## config.mk

```make
export PLATFORM = sky130hd
export DESIGN_NAME = tbus_read_controller_flat
export DESIGN_NICKNAME = d
export VERILOG_FILES = /design/src/rtl/tbus_pkg.sv /design/src/rtl/tbus_read_controller_if.sv /design/src/rtl/tbus_cs_decode.sv /design/src/rtl/tbus_read_controller.sv /design/src/flat_wrapper.sv
export SDC_FILE = /design/constraint.sdc
export NUM_CORES = 1
export LEC_CHECK = 0
export ABC_AREA = 1
export BUFFER_PORTS_ARGS = -buffer_cell sky130_fd_sc_hd__buf_2
export CORE_MARGIN = 2
export CORE_UTILIZATION = 51
export DETAILED_ROUTE_END_ITERATION = 10
export PLACE_DENSITY_LB_ADDON = 0.12
export SYNTH_ARGS = -nofsm -noshare
export SYNTH_HDL_FRONTEND = slang
export SYNTH_SLANG_ARGS = --single-unit
```

## constraint.sdc

```tcl
create_clock -name Clock -period 4.5 [get_ports Clock]
set_input_delay 0.9 -clock Clock [delete_from_list [all_inputs] [get_ports Clock]]
set_output_delay 0.9 -clock Clock [all_outputs]
set_load 0.05 [all_outputs]
```

## src/rtl/tbus_pkg.sv

```systemverilog
// -----------------------------------------------------------------------------
// tbus_pkg
// Shared definitions for the tri-state register bus read controller:
//   - state_t       : controller FSM states (IDLE / SELECT / RESP)
//   - CS_IDLE       : all-ones chip-select pattern (every register released)
//   - DEFAULT_*     : default bus width, register count and address width
//   - cnt_width()   : width of the settle counter for a given settle length
// Optional feature macro used by the importing files: TBUS_BURST_EN
// -----------------------------------------------------------------------------
package tbus_pkg;

    typedef enum logic [1:0] {
        IDLE   = 2'd0,
        SELECT = 2'd1,
        RESP   = 2'd2
    } state_t;

    localparam int DEFAULT_NR_OF_BITS = 32;
    localparam int DEFAULT_NR_OF_REGS = 8;
    localparam int DEFAULT_ADDR_BITS  = 3;

    // Wide enough for any realistic bank; users slice the low NrOfRegs bits.
    localparam int                  MAX_REGS = 256;
    localparam logic [MAX_REGS-1:0] CS_IDLE  = '1;

    // The counter must be able to hold the value SettleCycles itself.
    function automatic int cnt_width(input int settle);
        return (settle < 1) ? 1 : $clog2(settle + 1);
    endfunction

endpackage

```

## src/rtl/tbus_read_controller_if.sv

```systemverilog
// -----------------------------------------------------------------------------
// tbus_read_controller_if
// Request/response channels between a datapath reader and the tri-state bus
// read controller.
//   req_valid/req_ready/req_addr/req_len : read request (req_len used only when
//                                          TBUS_BURST_EN is defined)
//   rsp_valid/rsp_ready/rsp_data/rsp_addr/rsp_err : read response
// Modports: master = requester (datapath), slave = controller.
// -----------------------------------------------------------------------------
interface tbus_read_controller_if
    import tbus_pkg::*;
#(
    parameter int NrOfBits = DEFAULT_NR_OF_BITS,
    parameter int AddrBits = DEFAULT_ADDR_BITS
);
    logic                req_valid;
    logic                req_ready;
    logic [AddrBits-1:0] req_addr;
    logic [AddrBits-1:0] req_len;
    logic                rsp_valid;
    logic                rsp_ready;
    logic [NrOfBits-1:0] rsp_data;
    logic [AddrBits-1:0] rsp_addr;
    logic                rsp_err;

    modport master (
        output req_valid, req_addr, req_len, rsp_ready,
        input  req_ready, rsp_valid, rsp_data, rsp_addr, rsp_err
    );

    modport slave (
        input  req_valid, req_addr, req_len, rsp_ready,
        output req_ready, rsp_valid, rsp_data, rsp_addr, rsp_err
    );
endinterface

```

## src/rtl/tbus_cs_decode.sv

```systemverilog
// -----------------------------------------------------------------------------
// tbus_cs_decode
// Registered one-hot-low chip-select decoder for the tri-state register bank.
// Ports:
//   Clock, Reset (async, active-high, forces cs to all ones), Tick (clock enable)
//   load       : select register addr on this Tick edge (if addr is in range)
//   release_cs : drive every cs bit high on this Tick edge (wins over load)
//   addr       : register index to select
//   cs         : active-low chip selects, at most one bit low at a time
// -----------------------------------------------------------------------------
module tbus_cs_decode
    import tbus_pkg::*;
#(
    parameter int NrOfRegs = DEFAULT_NR_OF_REGS,
    parameter int AddrBits = DEFAULT_ADDR_BITS
) (
    input  logic                Clock,
    input  logic                Reset,
    input  logic                Tick,
    input  logic                load,
    input  logic                release_cs,
    input  logic [AddrBits-1:0] addr,
    output logic [NrOfRegs-1:0] cs
);
    localparam logic [AddrBits:0] NR_REGS = (AddrBits + 1)'(NrOfRegs);

    // Out-of-range indices select nothing, leaving the bus fully released.
    logic in_range;
    assign in_range = ({1'b0, addr} < NR_REGS);

    genvar gi;
    generate
        for (gi = 0; gi < NrOfRegs; gi++) begin : g_cs
            always_ff @(posedge Clock or posedge Reset) begin
                if (Reset) begin
                    cs[gi] <= CS_IDLE[gi];
                end else if (Tick) begin
                    if (release_cs) begin
                        cs[gi] <= 1'b1;
                    end else if (load) begin
                        cs[gi] <= !(in_range && (addr == AddrBits'(gi)));
                    end
                end
            end
        end
    endgenerate

endmodule

```

## src/rtl/tbus_read_controller.sv

```systemverilog
// -----------------------------------------------------------------------------
// tbus_read_controller
// Reader side of the shared tri-state register bus: selects one register via
// its active-low cs line, holds it for SettleCycles+1 Tick periods, samples the
// bus and returns the word on a valid/ready response channel.
// Ports:
//   Clock, Reset (async, active-high), Tick (clock enable for all state)
//   bus_if : tbus_read_controller_if.slave (request/response channels)
//   cs     : active-low chip selects to the register bank (registered)
//   bus_in : resolved shared bus value
// Configuration macro: TBUS_BURST_EN - when defined, a request reads
//   req_len+1 consecutive registers (index wraps NrOfRegs-1 -> 0).
// -----------------------------------------------------------------------------
module tbus_read_controller
    import tbus_pkg::*;
#(
    parameter int NrOfBits     = DEFAULT_NR_OF_BITS,
    parameter int NrOfRegs     = DEFAULT_NR_OF_REGS,
    parameter int AddrBits     = DEFAULT_ADDR_BITS,
    parameter int SettleCycles = 1
) (
    input  logic                  Clock,
    input  logic                  Reset,
    input  logic                  Tick,
    tbus_read_controller_if.slave bus_if,
    output logic [NrOfRegs-1:0]   cs,
    input  logic [NrOfBits-1:0]   bus_in
);
    localparam int                  CntBits     = cnt_width(SettleCycles);
    localparam logic [CntBits-1:0]  SETTLE_LAST = CntBits'(SettleCycles);
    localparam logic [AddrBits:0]   NR_REGS     = (AddrBits + 1)'(NrOfRegs);

    state_t              state_reg;
    logic [AddrBits-1:0] addr_reg;
    logic                err_reg;
    logic [CntBits-1:0]  cnt_reg;
    logic                req_ready_reg;
    logic                rsp_valid_reg;
    logic [NrOfBits-1:0] rsp_data_reg;
    logic [AddrBits-1:0] rsp_addr_reg;
    logic                rsp_err_reg;

    logic                cs_load;
    logic                cs_release;
    logic [AddrBits-1:0] cs_addr;
    logic                req_err;

    assign req_err = ({1'b0, bus_if.req_addr} >= NR_REGS);

`ifdef TBUS_BURST_EN
    localparam logic [AddrBits-1:0] LAST_ADDR = AddrBits'(NrOfRegs - 1);

    logic [AddrBits-1:0] len_reg;
    logic [AddrBits-1:0] next_addr;
    logic                next_err;
    logic                next_word;

    assign next_addr = (addr_reg == LAST_ADDR) ? '0 : addr_reg + 1'b1;
    assign next_err  = ({1'b0, next_addr} >= NR_REGS);
    assign next_word = Tick && (state_reg == RESP) && bus_if.rsp_ready && (len_reg != '0);
    assign cs_addr   = (state_reg == IDLE) ? bus_if.req_addr : next_addr;
`else
    logic next_word;
    logic unused_req_len;

    assign next_word      = 1'b0;
    assign cs_addr        = bus_if.req_addr;
    assign unused_req_len = ^bus_if.req_len;
`endif

    // Decoder controls mirror the FSM transitions below so cs changes on the
    // same Tick edge as the state.
    assign cs_load    = (Tick && (state_reg == IDLE) && bus_if.req_valid) || next_word;
    assign cs_release = Tick && (state_reg == SELECT) && (cnt_reg == SETTLE_LAST);

    tbus_cs_decode #(
        .NrOfRegs (NrOfRegs),
        .AddrBits (AddrBits)
    ) u_cs_decode (
        .Clock      (Clock),
        .Reset      (Reset),
        .Tick       (Tick),
        .load       (cs_load),
        .release_cs (cs_release),
        .addr       (cs_addr),
        .cs         (cs)
    );

    always_ff @(posedge Clock or posedge Reset) begin
        if (Reset) begin
            state_reg     <= IDLE;
            addr_reg      <= '0;
            err_reg       <= 1'b0;
            cnt_reg       <= '0;
            req_ready_reg <= 1'b1;
            rsp_valid_reg <= 1'b0;
            rsp_data_reg  <= '0;
            rsp_addr_reg  <= '0;
            rsp_err_reg   <= 1'b0;
`ifdef TBUS_BURST_EN
            len_reg       <= '0;
`endif
        end else if (Tick) begin
            case (state_reg)
                IDLE: begin
                    if (bus_if.req_valid) begin
                        addr_reg      <= bus_if.req_addr;
                        err_reg       <= req_err;
                        cnt_reg       <= '0;
                        req_ready_reg <= 1'b0;
                        state_reg     <= SELECT;
`ifdef TBUS_BURST_EN
                        len_reg       <= bus_if.req_len;
`endif
                    end
                end
                SELECT: begin
                    if (cnt_reg == SETTLE_LAST) begin
                        rsp_data_reg  <= err_reg ? '1 : bus_in;
                        rsp_addr_reg  <= addr_reg;
                        rsp_err_reg   <= err_reg;
                        rsp_valid_reg <= 1'b1;
                        state_reg     <= RESP;
                    end else begin
                        cnt_reg <= cnt_reg + 1'b1;
                    end
                end
                RESP: begin
                    if (bus_if.rsp_ready) begin
                        rsp_valid_reg <= 1'b0;
`ifdef TBUS_BURST_EN
                        if (len_reg != '0) begin
                            addr_reg  <= next_addr;
                            err_reg   <= next_err;
                            len_reg   <= len_reg - 1'b1;
                            cnt_reg   <= '0;
                            state_reg <= SELECT;
                        end else begin
                            req_ready_reg <= 1'b1;
                            state_reg     <= IDLE;
                        end
`else
                        req_ready_reg <= 1'b1;
                        state_reg     <= IDLE;
`endif
                    end
                end
                default: state_reg <= IDLE;
            endcase
        end
    end

    assign bus_if.req_ready = req_ready_reg;
    assign bus_if.rsp_valid = rsp_valid_reg;
    assign bus_if.rsp_data  = rsp_data_reg;
    assign bus_if.rsp_addr  = rsp_addr_reg;
    assign bus_if.rsp_err   = rsp_err_reg;

endmodule

```

## src/flat_wrapper.sv

```systemverilog
// flat-port wrapper written by rule: the top's interface ports become plain ports
module tbus_read_controller_flat import tbus_pkg::*;
#(
    parameter int NrOfBits     = DEFAULT_NR_OF_BITS,
    parameter int NrOfRegs     = DEFAULT_NR_OF_REGS,
    parameter int AddrBits     = DEFAULT_ADDR_BITS,
    parameter int SettleCycles = 1
)
  (Clock, Reset, Tick, cs, bus_in, bus_if_req_valid, bus_if_req_addr, bus_if_req_len, bus_if_rsp_ready, bus_if_req_ready, bus_if_rsp_valid, bus_if_rsp_data, bus_if_rsp_addr, bus_if_rsp_err);
  tbus_read_controller_if #(.NrOfBits(NrOfBits), .AddrBits(AddrBits)) bus_if_i ();
  input  logic Clock;
  input  logic Reset;
  input  logic Tick;
  output logic [NrOfRegs-1:0] cs;
  input  logic [NrOfBits-1:0] bus_in;
  input wire logic [$bits(bus_if_i.req_valid)-1:0] bus_if_req_valid;
  input wire logic [$bits(bus_if_i.req_addr)-1:0] bus_if_req_addr;
  input wire logic [$bits(bus_if_i.req_len)-1:0] bus_if_req_len;
  input wire logic [$bits(bus_if_i.rsp_ready)-1:0] bus_if_rsp_ready;
  output wire logic [$bits(bus_if_i.req_ready)-1:0] bus_if_req_ready;
  output wire logic [$bits(bus_if_i.rsp_valid)-1:0] bus_if_rsp_valid;
  output wire logic [$bits(bus_if_i.rsp_data)-1:0] bus_if_rsp_data;
  output wire logic [$bits(bus_if_i.rsp_addr)-1:0] bus_if_rsp_addr;
  output wire logic [$bits(bus_if_i.rsp_err)-1:0] bus_if_rsp_err;
  assign bus_if_i.req_valid = bus_if_req_valid;
  assign bus_if_i.req_addr = bus_if_req_addr;
  assign bus_if_i.req_len = bus_if_req_len;
  assign bus_if_i.rsp_ready = bus_if_rsp_ready;
  assign bus_if_req_ready = bus_if_i.req_ready;
  assign bus_if_rsp_valid = bus_if_i.rsp_valid;
  assign bus_if_rsp_data = bus_if_i.rsp_data;
  assign bus_if_rsp_addr = bus_if_i.rsp_addr;
  assign bus_if_rsp_err = bus_if_i.rsp_err;
  tbus_read_controller #(.NrOfBits(NrOfBits), .NrOfRegs(NrOfRegs), .AddrBits(AddrBits), .SettleCycles(SettleCycles)) u_core (.Clock(Clock), .Reset(Reset), .Tick(Tick), .bus_if(bus_if_i), .cs(cs), .bus_in(bus_in));
endmodule
```

# [After elaboration in Yosys (flattened, before gate mapping)]
# Index checks and enable logic that the tools add are counted.
[word_totals] register_bits=51 inputBits=43 out_inout_bits=46 elab_cells=81
[op_classes] addsub=1 n_eq_ne=12 mux=28 n_reduce_logical=25
[ops] op="$mux W1" count=21
[ops] op="$eq A3 B3 Y1 const B" count=4
[ops] op="$reduce_and A4 Y1" count=3
[ops] op="$reduce_and A3 Y1" count=3
[ops] op="$logic_not A1 Y1" count=8
[ops] op="$reduce_bool A2 Y1" count=4
[ops] op="$eq A3 B2 Y1 const B" count=2
[ops] op="$mux W2" count=3
[ops] op="$pmux W1 S2" count=3
[ops] op="$pmux W2 S3" count=1
[ops] op="$logic_and A1 B1 Y1" count=4
[ops] op="$ne A2 B2 Y1 const B" count=2
[ops] op="$eq A3 B1 Y1 const B" count=1
[ops] op="$logic_not A3 Y1" count=1
[ops] op="$eq A2 B1 Y1 const B" count=1
[ops] op="$eq A2 B2 Y1 const B" count=1
[ops] op="$logic_not A2 Y1" count=1
[ops] op="$ne A2 B1 Y1 const B" count=1
[ops] op="$reduce_and A2 Y1" count=1
[ops] op="$add A1 B1 Y1 const B" count=1

# [Logic depth before layout (Yosys ltp)]
# Gate-level depths: netlist of the first run.
[logic_depth] depth_word=5 mapped_depth=7 mapped_depth_nobuf=6

# [Cells and area by module]
# Synthesis of the first run repeated with hierarchy kept, for this count alone.
[hier_totals] cells_unflattened=251 hier_area_um2=2145.8
[modules_own_cells] module="tbus_read_controller" n_inst=1 cells_each=202 area_per_inst_um2=1750.4 seq_area_each_um2=1077.3
[modules_own_cells] module="tbus_cs_decode" n_inst=1 cells_each=49 area_per_inst_um2=395.4 seq_area_each_um2=210.2

# [Worst setup path after synthesis of the first run]
# OpenSTA, ideal clock, no wires.
[synth_timing] kind="input -> register" startpoint="in Tick" endpoint="reg u_core.rsp_data_reg[10], in the netlist u_core.bus_if.rsp_data[10]" setup_ps=66 t_arrival_ps=1560 t_required_ps=4434 setup_slack_ps=2874 cell_stages=5 path_buffers=1 path_cell_list="inv_2 > nor3_4 > buf_8 > nand2_1 > nand2_1"
[synth_via] elab_chain_len=1
[synth_rtl] item="start, declared" line_no="flat_wrapper.sv:13" text="input logic Tick;"
[synth_rtl] item="$reduce_and A3 Y1 (no source line)"
[synth_rtl] item="end signal, assigned" line_no="tbus_read_controller.sv:119" text="rsp_data_reg <= err_reg ? '1 : bus_in;"
[synth_rtl] item="end, declared" line_no="tbus_read_controller.sv:39" text="logic [NrOfBits-1:0] rsp_data_reg;"
# Every way passes these cells.
# A chain may end at the register's enable or synchronous reset.

# [Final worst setup path of the first run]
[layout_timing] startpoint="reg u_core.u_cs_decode.cs[4]" endpoint="out cs[4]"
[layout_lines] item="start, declared" line_no="tbus_cs_decode.sv:23" text="output logic [NrOfRegs-1:0] cs"
[layout_lines] item="start signal, assigned by index" line_no="tbus_cs_decode.sv:36" text="cs[gi] <= CS_IDLE[gi];"
[layout_lines] item="start signal, assigned by index" line_no="tbus_cs_decode.sv:41" text="cs[gi] <= !(in_range && (addr == AddrBits'(gi)));"
[layout_lines] item="end, declared" line_no="flat_wrapper.sv:14" text="output logic [NrOfRegs-1:0] cs;"
# No word-level cell between the ends.

==> results.md, run 1 <==
- Status: finished, final reports clean
- Power per cell area: 852 mW/mm^2
- R2r worst-path depth: 6
- Max VDD drop: 0.390 mV
- Slew HR: 31.1%
- Dominant cell type by area after synthesis: dfrtp_1
- Pin count of the biggest net entering global routing: 52
- Routed WL: 4360 um
- Seq/Total Area, Yosys: 60.9%
- Setup Buffers After CTS: 0
- Util after Layout: 65.3%
- Worst min path class: reg -> reg
- Final-report setup violation count: 0
- Vias: 1744
- Std-Cell Rows: 23
- Fin Setup TNS: 0 ns
- Worst-path cell chain: buf_2
- Synthesized cell area: 0.00211 sq mm
- Critical Path Max Stage Delay: 0.54 ns
- GRT Resource Usage Total: 19.0%
- Max reg flops: 32
- Synth warn: 0
- # port buffers: 84
- CP max FO: 2
- Drc violations: 0
- Number of global-route vias before repair: 1479
- WP depth: 1
- RR Endpoint: u_core.bus_if.rsp_data[6]
- Final Cycle Share: 44.4%
- Clock Sinks: 51
- Synth top area share: 49.7%
- Fillers: 354
- Vias per inst: 4.66
- Total core area: 0.00400 sq mm
- Initial core utilization: 52.9%
- Fmax: 501 MHz
- Root Driver: clkbuf_8
- CP arrival: 1.10 ns
- Number of diodes: 0
- Max-slew violations: 0
- Resized cells post-CTS: 0
- CP top delay family: flip-flops
- Detailed-router iteration count before antenna repair: 4
- Die width: 68.4 um
- Initial detailed-routing violation count: 84
- Syn Nets: 285
- Number of synthesized register bits: 51
- CP Launch Type: flop
- Worst R2R Start: u_core.state_reg[1]
- Hold wc startpoint: u_core.bus_if.rsp_data[21]
- Antenna violations before repair: 0
- Worst path bufs/invs: 1
- Post-synth cell types: 21
- Post-layout min period: 2.00 ns
- Final Wtd Congestion: 0.775
- Clock transition at path regs: 0.09 ns
- CTS buffer count: 5
- Total congestion overflow: 0
- Worst Setup End Kind: primary output
- Hpwl dp: 2990 um
- Max cap viols: 0
- Clock insertion delay at the later pin of the skew report: 0.30 ns
- First-pass GRT wire length: 6530 um
- Post-Syn Area per Cell: 8.74 sq um
- Mapped Cells: 242
- Maximum clock insertion buffer count: 2
- H-tree levels: 2
- Hold endpoint: u_core.bus_if.rsp_data[21]
- DR WL/cell: 11.7 um
- Detail Route Antenna Nets: 0
- Slowest-stage cell, CP: dfstp_2
- Hold-fix buffers, CTS: 0
- Area Overhead vs Synth: 23.6%
- CP Class: reg -> out
- Flop2flop setup slack: 2.61 ns
- CP Data Required Time: 3.60 ns
- I/O pin count: 89
- CTS tree: yes
- Fraction of layout cells with a size suffix above 1: 34.0%
- RSZ-0062 raised after global routing: false
- Die area: 0.00468 sq mm
- Fin. Hold Viols: 0
- Worst-margin pin slew: 1.03 ns
- Post-layout net count: 366
- Leakage: 1.50 nW
- Clock Skew: 0.00574 ns
- Top post-synthesis cells by area: dfrtp_1, nand2_1, dfstp_2
- Die H: 68.4 um
- WHS Path Cells: 2
placed cells by master, fill, tap and decap left out, drive strengths merged:
cell type  count
conb           1
nor2           2
clkinv         1
nand2        134
dfrtp         42
nor3           5
o21ai         10
inv           11
nand3b         1
a21oi          1
clkinvlp       1
dfstp          9
nand3         14
buf           85
clkbuf         6
o21a           1
cell families after synthesis:
| logic type | count (synthesis) | share of synthesized area, % |
|---|---|---|
| other | 1 | 0.177 |
| and+or+nand+nor | 156 | 30.4 |
| AOI/OAI and AO/OA | 12 | 2.96 |
| buffers and inverters | 22 | 5.62 |
| DFF | 51 | 60.9 |
worst max path at each step:
| stage | startpoint | endpoint | slack [ns] |
|---|---|---|---|
| floorplan | Reset | u_core.addr_reg[0] | 2.39 |
| global placement | Tick | u_core.u_cs_decode.cs[2] | 2.25 |
| detailed placement | Tick | u_core.u_cs_decode.cs[0] | 2.20 |
| CTS | u_core.u_cs_decode.cs[4] | cs[4] | 2.49 |
| global route | Tick | u_core.u_cs_decode.cs[2] | 2.27 |
| finish | u_core.u_cs_decode.cs[4] | cs[4] | 2.50 |
stage by stage:
| stage | setup WS [ns] | power [mW] | hold slack (ns) | instance area, sq um | cells |
|---|---|---|---|---|---|
| after detailed placement | 2.20 | 1.99 | 0.460 | 2530 | 366 |
| after global routing | 2.27 | 2.37 | 0.500 | 2610 | 374 |
| after CTS | 2.49 | 2.25 | 0.484 | 2610 | 374 |
| after floorplan | 2.39 | 1.73 | 0.442 | 2110 | 242 |
| final | 2.50 | 2.22 | 0.479 | 2610 | 374 |
| after global placement | 2.25 | 1.96 | 0.455 | 2530 | 366 |
power breakdown:
part | switching [mW] | internal (mW) | total [mW]
registers | 0.109 | 0.686 | 0.795
logic | 0.920 | 0.254 | 1.17
clock network | 0.146 | 0.109 | 0.255
total | 1.18 | 1.05 | 2.22
synth_stat cells:
library cell and number:
buf_6 2, buf_2 5, nand2_2 5, nor2_1 2, nand3b_1 1, inv_2 1
nor3_4 1, nand3_1 13, conb_1 1, clkbuf_1 2, dfrtp_1 42, buf_8 1
nand3_2 1, inv_1 10, o21ai_0 10, dfstp_2 9, a21oi_1 1, buf_4 1
nor3_1 4, nand2_1 129, o21a_1 1
per-layer routing:
metal,global-route usage [%],share of wire [%],wire [um]
met1,24.4,45,1970
met2,30.2,47,2040
met3,5.76,7.0,304
met4,7.50,1.1,46
met5,0,0,0
cell type report:
cell class              count  area [sq um]  area share (%)
flip-flops and latches     51          1290            49.3
clock buffers               6          72.6            2.78
repair buffers             85           428            16.4
clock inverters             2          12.5           0.479
multi-input cells         169           708            27.1
inverters                  11          41.3            1.58
well taps                  50          62.6            2.39
No activity file was read; power rests on OpenSTA's default activity.
==> run 2, diff against run 1 <==
--- a/config.mk
+++ b/config.mk
@@ -8,7 +8,7 @@
 export ABC_AREA = 1
 export BUFFER_PORTS_ARGS = -buffer_cell sky130_fd_sc_hd__buf_2
 export CORE_MARGIN = 2
-export CORE_UTILIZATION = 51
+export CORE_UTILIZATION = 42
 export DETAILED_ROUTE_END_ITERATION = 10
 export PLACE_DENSITY_LB_ADDON = 0.12
 export SYNTH_ARGS = -nofsm -noshare
==> constraint.sdc (replaced) <==
create_clock -name Clock -period 1.7 [get_ports Clock]
set_input_delay 0.34 -clock Clock [delete_from_list [all_inputs] [get_ports Clock]]
set_output_delay 0.34 -clock Clock [all_outputs]
set_load 0.05 [all_outputs]
==> run 2 against run 1 <==
Utilization shrank 9.1 points. Flip-flop and latch count is the same. Combinational power grew to 2.7 times the previous value. First-iteration DRC count grew 15%. Power grew to 2.7 times the previous value. Critical path type is now reg -> reg.
==> results.md, run 2 (synthesis gave the netlist of run 1 again) <==
- Status: finished, final reports clean
- Die H: 75.0 um (+9.6%)
- Initial core utilization: 44.2% (-8.7 points)
- Fmax: 674 MHz
- I/O pin count: 89 (unchanged)
- CP arrival: 1.68 ns (+0.58 ns)
- Post-layout net count: 372 (+1.6%)
- Hpwl dp: 3230 um (+8.1%)
- Max-slew violations: 0 (unchanged)
- Number of diodes: 0 (unchanged)
- CP Class: reg -> reg
- Fraction of layout cells with a size suffix above 1: 34.8% (+0.90 points)
- Pin count of the biggest net entering global routing: 36 (-31%)
- RR Endpoint: u_core.bus_if.rsp_data[7]
- Clock insertion delay at the later pin of the skew report: 0.29 ns (about the same)
- Most common cell after layout, fill and taps aside: nand2_1
- Worst Setup End Kind: flop
- Vias: 1793 (+2.8%)
- First-pass GRT wire length: 6830 um (+4.5%)
- Max reg flops: 32 (unchanged)
- Clock transition at path regs: 0.09 ns (about the same)
- Met1 global-route usage: 21.2% (-3.2 points)
- Routed WL: 4430 um (+1.6%)
- Maximum clock insertion buffer count: 2 (unchanged)
- Inst Count DP: 389 (+6.3%)
- Setup Buffers After CTS: 0 (unchanged)
- DR WL/cell: 11.2 um (-4.3%)
- CP Launch Type: flop
- Max cap viols: 0 (unchanged)
- H-tree levels: 2 (unchanged)
- Final Cycle Share: 87.2%
- Total congestion overflow: 0 (unchanged)
- Fin Setup TNS: 0 ns (unchanged)
- Std-Cell Rows: 25 (+8.7%)
- Final Wtd Congestion: 0.782 (+1.0%)
- Die area: 0.00562 sq mm (+20%)
- Post-layout min period: 1.48 ns
- Worst min path class: in -> async
- Max VDD drop: 0.967 mV (+150%)
- Total core area: 0.00479 sq mm (+20%)
- GRT Resource Usage Total: 16.0% (-3.1 points)
- GRT Max-Usage Layer: met2
- Clock Sinks: 51 (unchanged)
- GR Layer Usage met3: 3.88% (-1.9 points)
- Final Cell Area: 0.00269 sq mm (+3.0%)
- Root Driver: clkbuf_8
- Hold-fix buffers, CTS: 0 (unchanged)
- Final-report setup violation count: 0 (unchanged)
- Power per cell area: 2190 mW/mm^2 (+160%)
- CP Data Required Time: 1.89 ns (-1.71 ns)
- DP Area: 0.00261 sq mm (+3.1%)
- Vias per inst: 4.52 (-3.1%)
- Clock Skew: 0.00875 ns (+0.00301 ns)
- Hold Slack: 0.00851 ns (-0.470 ns)
- Die width: 75.0 um (+9.6%)
- R2r worst-path depth: 7 (+1)
- Number of global-route vias before repair: 1511 (+2.2%)
- # port buffers: 84 (unchanged)
- CP max FO: 15 (+13)
- Flop2flop setup slack: 0.22 ns (-2.39 ns)
- Most frequent cells in the layout: nand2_1, buf_2, dfrtp_1, nand3_1, o21ai_0
- CTS buffer count: 5 (unchanged)
- Resized cells post-CTS: 0 (unchanged)
- Initial detailed-routing violation count: 97 (+15%)
- Met2 track demand over resource: 25.5% (-4.6 points)
- Fin cells: 397 (+6.1%)
- Detail Route Antenna Nets: 0 (unchanged)
- RSZ-0062 raised after global routing: false
- Antenna violations before repair: 0 (unchanged)
- Leakage: 1.54 nW (+2.3%)
- Area Overhead vs Synth: 27.3%
- Worst R2R Start: u_core.state_reg[1]
- Drc violations: 0 (unchanged)
- Fin. Hold Viols: 0 (unchanged)
- CTS tree: yes
- Detailed-router iteration count before antenna repair: 4 (unchanged)
==> run 2: critical path: stages, from the launching register on <==
cell	delay, ns
dfrtp_1	0.46
inv_1	0.10
nand2_1	0.10
inv_1	0.10
nand3_2	0.21
buf_4	0.28
nand2_1	0.07
nand2_1	0.05
==> run 2: power by group <==
group | total [mW] | internal (mW) | switching, mW
Combinational | 3.14 | 0.705 | 2.43
Sequential | 2.10 | 1.82 | 0.283
Clock | 0.671 | 0.289 | 0.382
Total | 5.91 | 2.81 | 3.10
==> run 2: cell type report <==
cell class,count,area (sq um)
fillers,490,2090
flip-flops and latches,51,1290
multi-input cells,169,708
repair buffers,91,485
well taps,67,83.8
clock buffers,6,72.6
inverters,11,41.3
clock inverters,2,12.5
==> run 2: per-stage QoR <==
step                worst slack (ns)  util (%)  total power, mW
finish                         0.217      56.2             5.91
global route                  0.0567      56.2             6.28
CTS                            0.190      56.2             5.98
detailed placement             0.208      54.5             5.29
global placement               0.239      54.5             5.24
floorplan                      0.145         -             4.57
==> run 2: routing by layer <==
layer	up-vias	part of all wire, %
li1	913	-
met1	825	45
met2	50	48
met3	5	5.4
met4	0	0.95
met5	-	0
==> run 2: how the worst max path moves through the flow <==
stage,startpoint,end,slack (ns),cells past startpoint
3_5_place_dp,u_core.state_reg[1],u_core.bus_if.rsp_data[7],0.21,7
5_1_grt,u_core.state_reg[1],u_core.bus_if.rsp_data[22],0.06,7
4_1_cts,u_core.state_reg[1],u_core.bus_if.rsp_addr[1],0.19,7
3_3_place_gp,u_core.state_reg[1],u_core.bus_if.rsp_data[14],0.24,7
2_1_floorplan,Reset,u_core.addr_reg[0],0.15,1
6_report,u_core.state_reg[1],u_core.bus_if.rsp_data[7],0.22,7
==> run 3, diff against run 2 <==
--- a/config.mk
+++ b/config.mk
@@ -8,9 +8,10 @@
 export ABC_AREA = 1
 export BUFFER_PORTS_ARGS = -buffer_cell sky130_fd_sc_hd__buf_2
 export CORE_MARGIN = 2
-export CORE_UTILIZATION = 42
+export CORE_UTILIZATION = 35
 export DETAILED_ROUTE_END_ITERATION = 10
 export PLACE_DENSITY_LB_ADDON = 0.12
+export RECOVER_POWER = 100
 export SYNTH_ARGS = -nofsm -noshare
 export SYNTH_HDL_FRONTEND = slang
 export SYNTH_SLANG_ARGS = --single-unit
==> run 3 against run 2 <==
Sequential share of layout area increased by 1.2 points. Hold slack gained 0.22 ns. Die area up 19%. Critical path type is now reg -> out. Clock-buffer cell count grew 1. Clock power rose by 3.9%. Fmax shrank 0.95%. Design area decreased by 2.5%. Register-to-register slack better by 0.07 ns.
==> results.md, run 3 (synthesis gave the netlist of run 1 again) <==
- Status: finished, final reports clean
- Setup Buffers After CTS: 0 (unchanged)
- Std-Cell Rows: 28 (+12%)
- CTS buffer count: 5 (unchanged)
- RSZ-0062 raised after global routing: false
- I/O pin count: 89 (unchanged)
- Max VDD drop: 0.847 mV (-12%)
- Most common cell after layout, fill and taps aside: nand2_1
- Vias per inst: 4.37 (-3.3%)
- Number of global-route vias before repair: 1565 (+3.6%)
- DR WL/cell: 11.4 um (+2.3%)
- Final Cell Area: 0.00263 sq mm (-2.5%)
- Leakage: 1.41 nW (-8.3%)
- DP Area: 0.00261 sq mm (about the same)
- Slew HR: 18.4%
- Inst Count DP: 396 (+1.8%)
- Final Wtd Congestion: 0.694 (-11%)
- Detailed-router iteration count before antenna repair: 4 (unchanged)
- Clock Sinks: 51 (unchanged)
- Worst-margin pin slew: 1.22 ns
- Fin Setup TNS: 0 ns (unchanged)
- Hpwl dp: 3210 um (-0.79%)
- Area Overhead vs Synth: 24.1%
- Resized cells post-CTS: 0 (unchanged)
- Die width: 81.7 um (+9.0%)
- Total core area: 0.00589 sq mm (+23%)
- CP Launch Type: flop
- CP max FO: 2 (-13)
- H-tree levels: 2 (unchanged)
- Pin count of the biggest net entering global routing: 52 (+44%)
- First-pass GRT wire length: 7180 um (+5.1%)
- Final Cycle Share: 88.1% (+0.83 points)
- Clock transition at path regs: 0.09 ns (about the same)
- Fin cells: 404 (+1.8%)
- Die H: 81.7 um (+9.0%)
- Worst R2R Start: u_core.state_reg[1]
- Initial core utilization: 35.9% (-8.3 points)
- Initial detailed-routing violation count: 60 (-38%)
- Number of diodes: 0 (unchanged)
- Vias: 1764 (-1.6%)
- Root Driver: clkbuf_8
- Hold Slack: 0.229 ns (+0.221 ns)
- # port buffers: 84 (unchanged)
- WHS Path Cells: 3
- Max-slew violations: 0 (unchanged)
- Critical Path Max Stage Delay: 0.51 ns (+0.05 ns)
- Hold endpoint: u_core.bus_if.rsp_data[26]
- Clock insertion delay at the later pin of the skew report: 0.30 ns (about the same)
- Maximum clock insertion buffer count: 2 (unchanged)
- Final-report setup violation count: 0 (unchanged)
- CP Data Required Time: 1.36 ns (-0.53 ns)
- R2r worst-path depth: 7 (unchanged)
- Post-layout net count: 371 (-0.27%)
- Flop2flop setup slack: 0.29 ns (+0.07 ns)
- Routed WL: 4620 um (+4.1%)
- Drc violations: 0 (unchanged)
- Max cap viols: 0 (unchanged)
- Fmax: 668 MHz (-0.95%)
- Worst Setup End Kind: primary output
- RR Endpoint: u_core.u_cs_decode.cs[3]
- Most frequent cells in the layout: nand2_1, dfrtp_1, clkbuf_1, buf_2, nand3_1
- Hold-fix buffers, CTS: 0 (unchanged)
- Max reg flops: 32 (unchanged)
- GRT Resource Usage Total: 14.0% (-2.0 points)
- Detail Route Antenna Nets: 0 (unchanged)
- Worst path bufs/invs: 1 (-2)
- Die area: 0.00668 sq mm (+19%)
- Worst slack, placed: 0.329 ns (+0.122 ns)
- Hold wc startpoint: bus_in[26]
- Post-layout min period: 1.50 ns (+0.0142 ns)
- Fin. Hold Viols: 0 (unchanged)
- Worst-path cell chain: clkbuf_1
- Worst min path class: in -> reg
- CP arrival: 1.16 ns (-0.52 ns)
- Fraction of layout cells with a size suffix above 1: 22.8% (-12 points)
- CTS tree: yes
- Slowest-stage cell, CP: clkbuf_1
- Clock Skew: 0.00936 ns (+0.000606 ns)
- Final WS setup: 0.203 ns (-0.0142 ns)
- CP Class: reg -> out
- Antenna violations before repair: 0 (unchanged)
- Total congestion overflow: 0 (unchanged)
- CP top delay family: buffers and inverters
- Power per cell area: 2220 mW/mm^2 (+0.94%)
## run 3: changes by cell type in the layout (fill, tap and decap cells not counted), sizes merged
cell | previous run | this run
buf | 91 | 41
clkbuf | 6 | 56
clkinv | 2 | 1
## run 3: layout make-up
cell class / instances / area (sq um)
clock inverter: 1 / 5.00
sequential: 51 / 1290
multi-input combinational: 169 / 703
fill: 652 / 3260
tap: 75 / 93.8
clock buffer: 7 / 86.3
inverter: 11 / 41.3
timing repair buffer: 90 / 408
## run 3: worst max path at each step
stage | cells past startpoint | slack [ns] | endpoint | start
global route | 7 | 0.1 | u_core.bus_if.rsp_data[17] | u_core.state_reg[1]
CTS | 1 | 0.25 | cs[4] | u_core.u_cs_decode.cs[4]
floorplan | 1 | 0.15 | u_core.addr_reg[0] | Reset
detailed placement | 7 | 0.33 | u_core.bus_if.rsp_addr[1] | u_core.state_reg[1]
global placement | 7 | 0.34 | u_core.bus_if.rsp_addr[2] | u_core.state_reg[1]
finish | 1 | 0.20 | bus_if_rsp_addr[1] | u_core.bus_if.rsp_addr[1]
## run 3: stage by stage
step	util (%)	total power, mW
3_5_place_dp	44.3	5.30
5_1_grt	44.6	6.24
4_1_cts	45.9	6.02
6_report	44.6	5.82
2_1_floorplan	-	4.57
3_3_place_gp	44.3	5.26
## run 3: layer usage
layer,part of all wire (%),vias to the layer above,track usage (%)
met5,0,-,0
met4,1.4,0,6.00
met3,5.8,5,3.08
met2,47,47,23.7
met1,46,801,17.1
li1,-,911,-
## run 3: where the power goes
group	internal (mW)	switching [mW]	leakage [nW]
logic	0.570	2.44	0.740
clock network	0.329	0.369	0.0482
registers	1.82	0.294	0.622
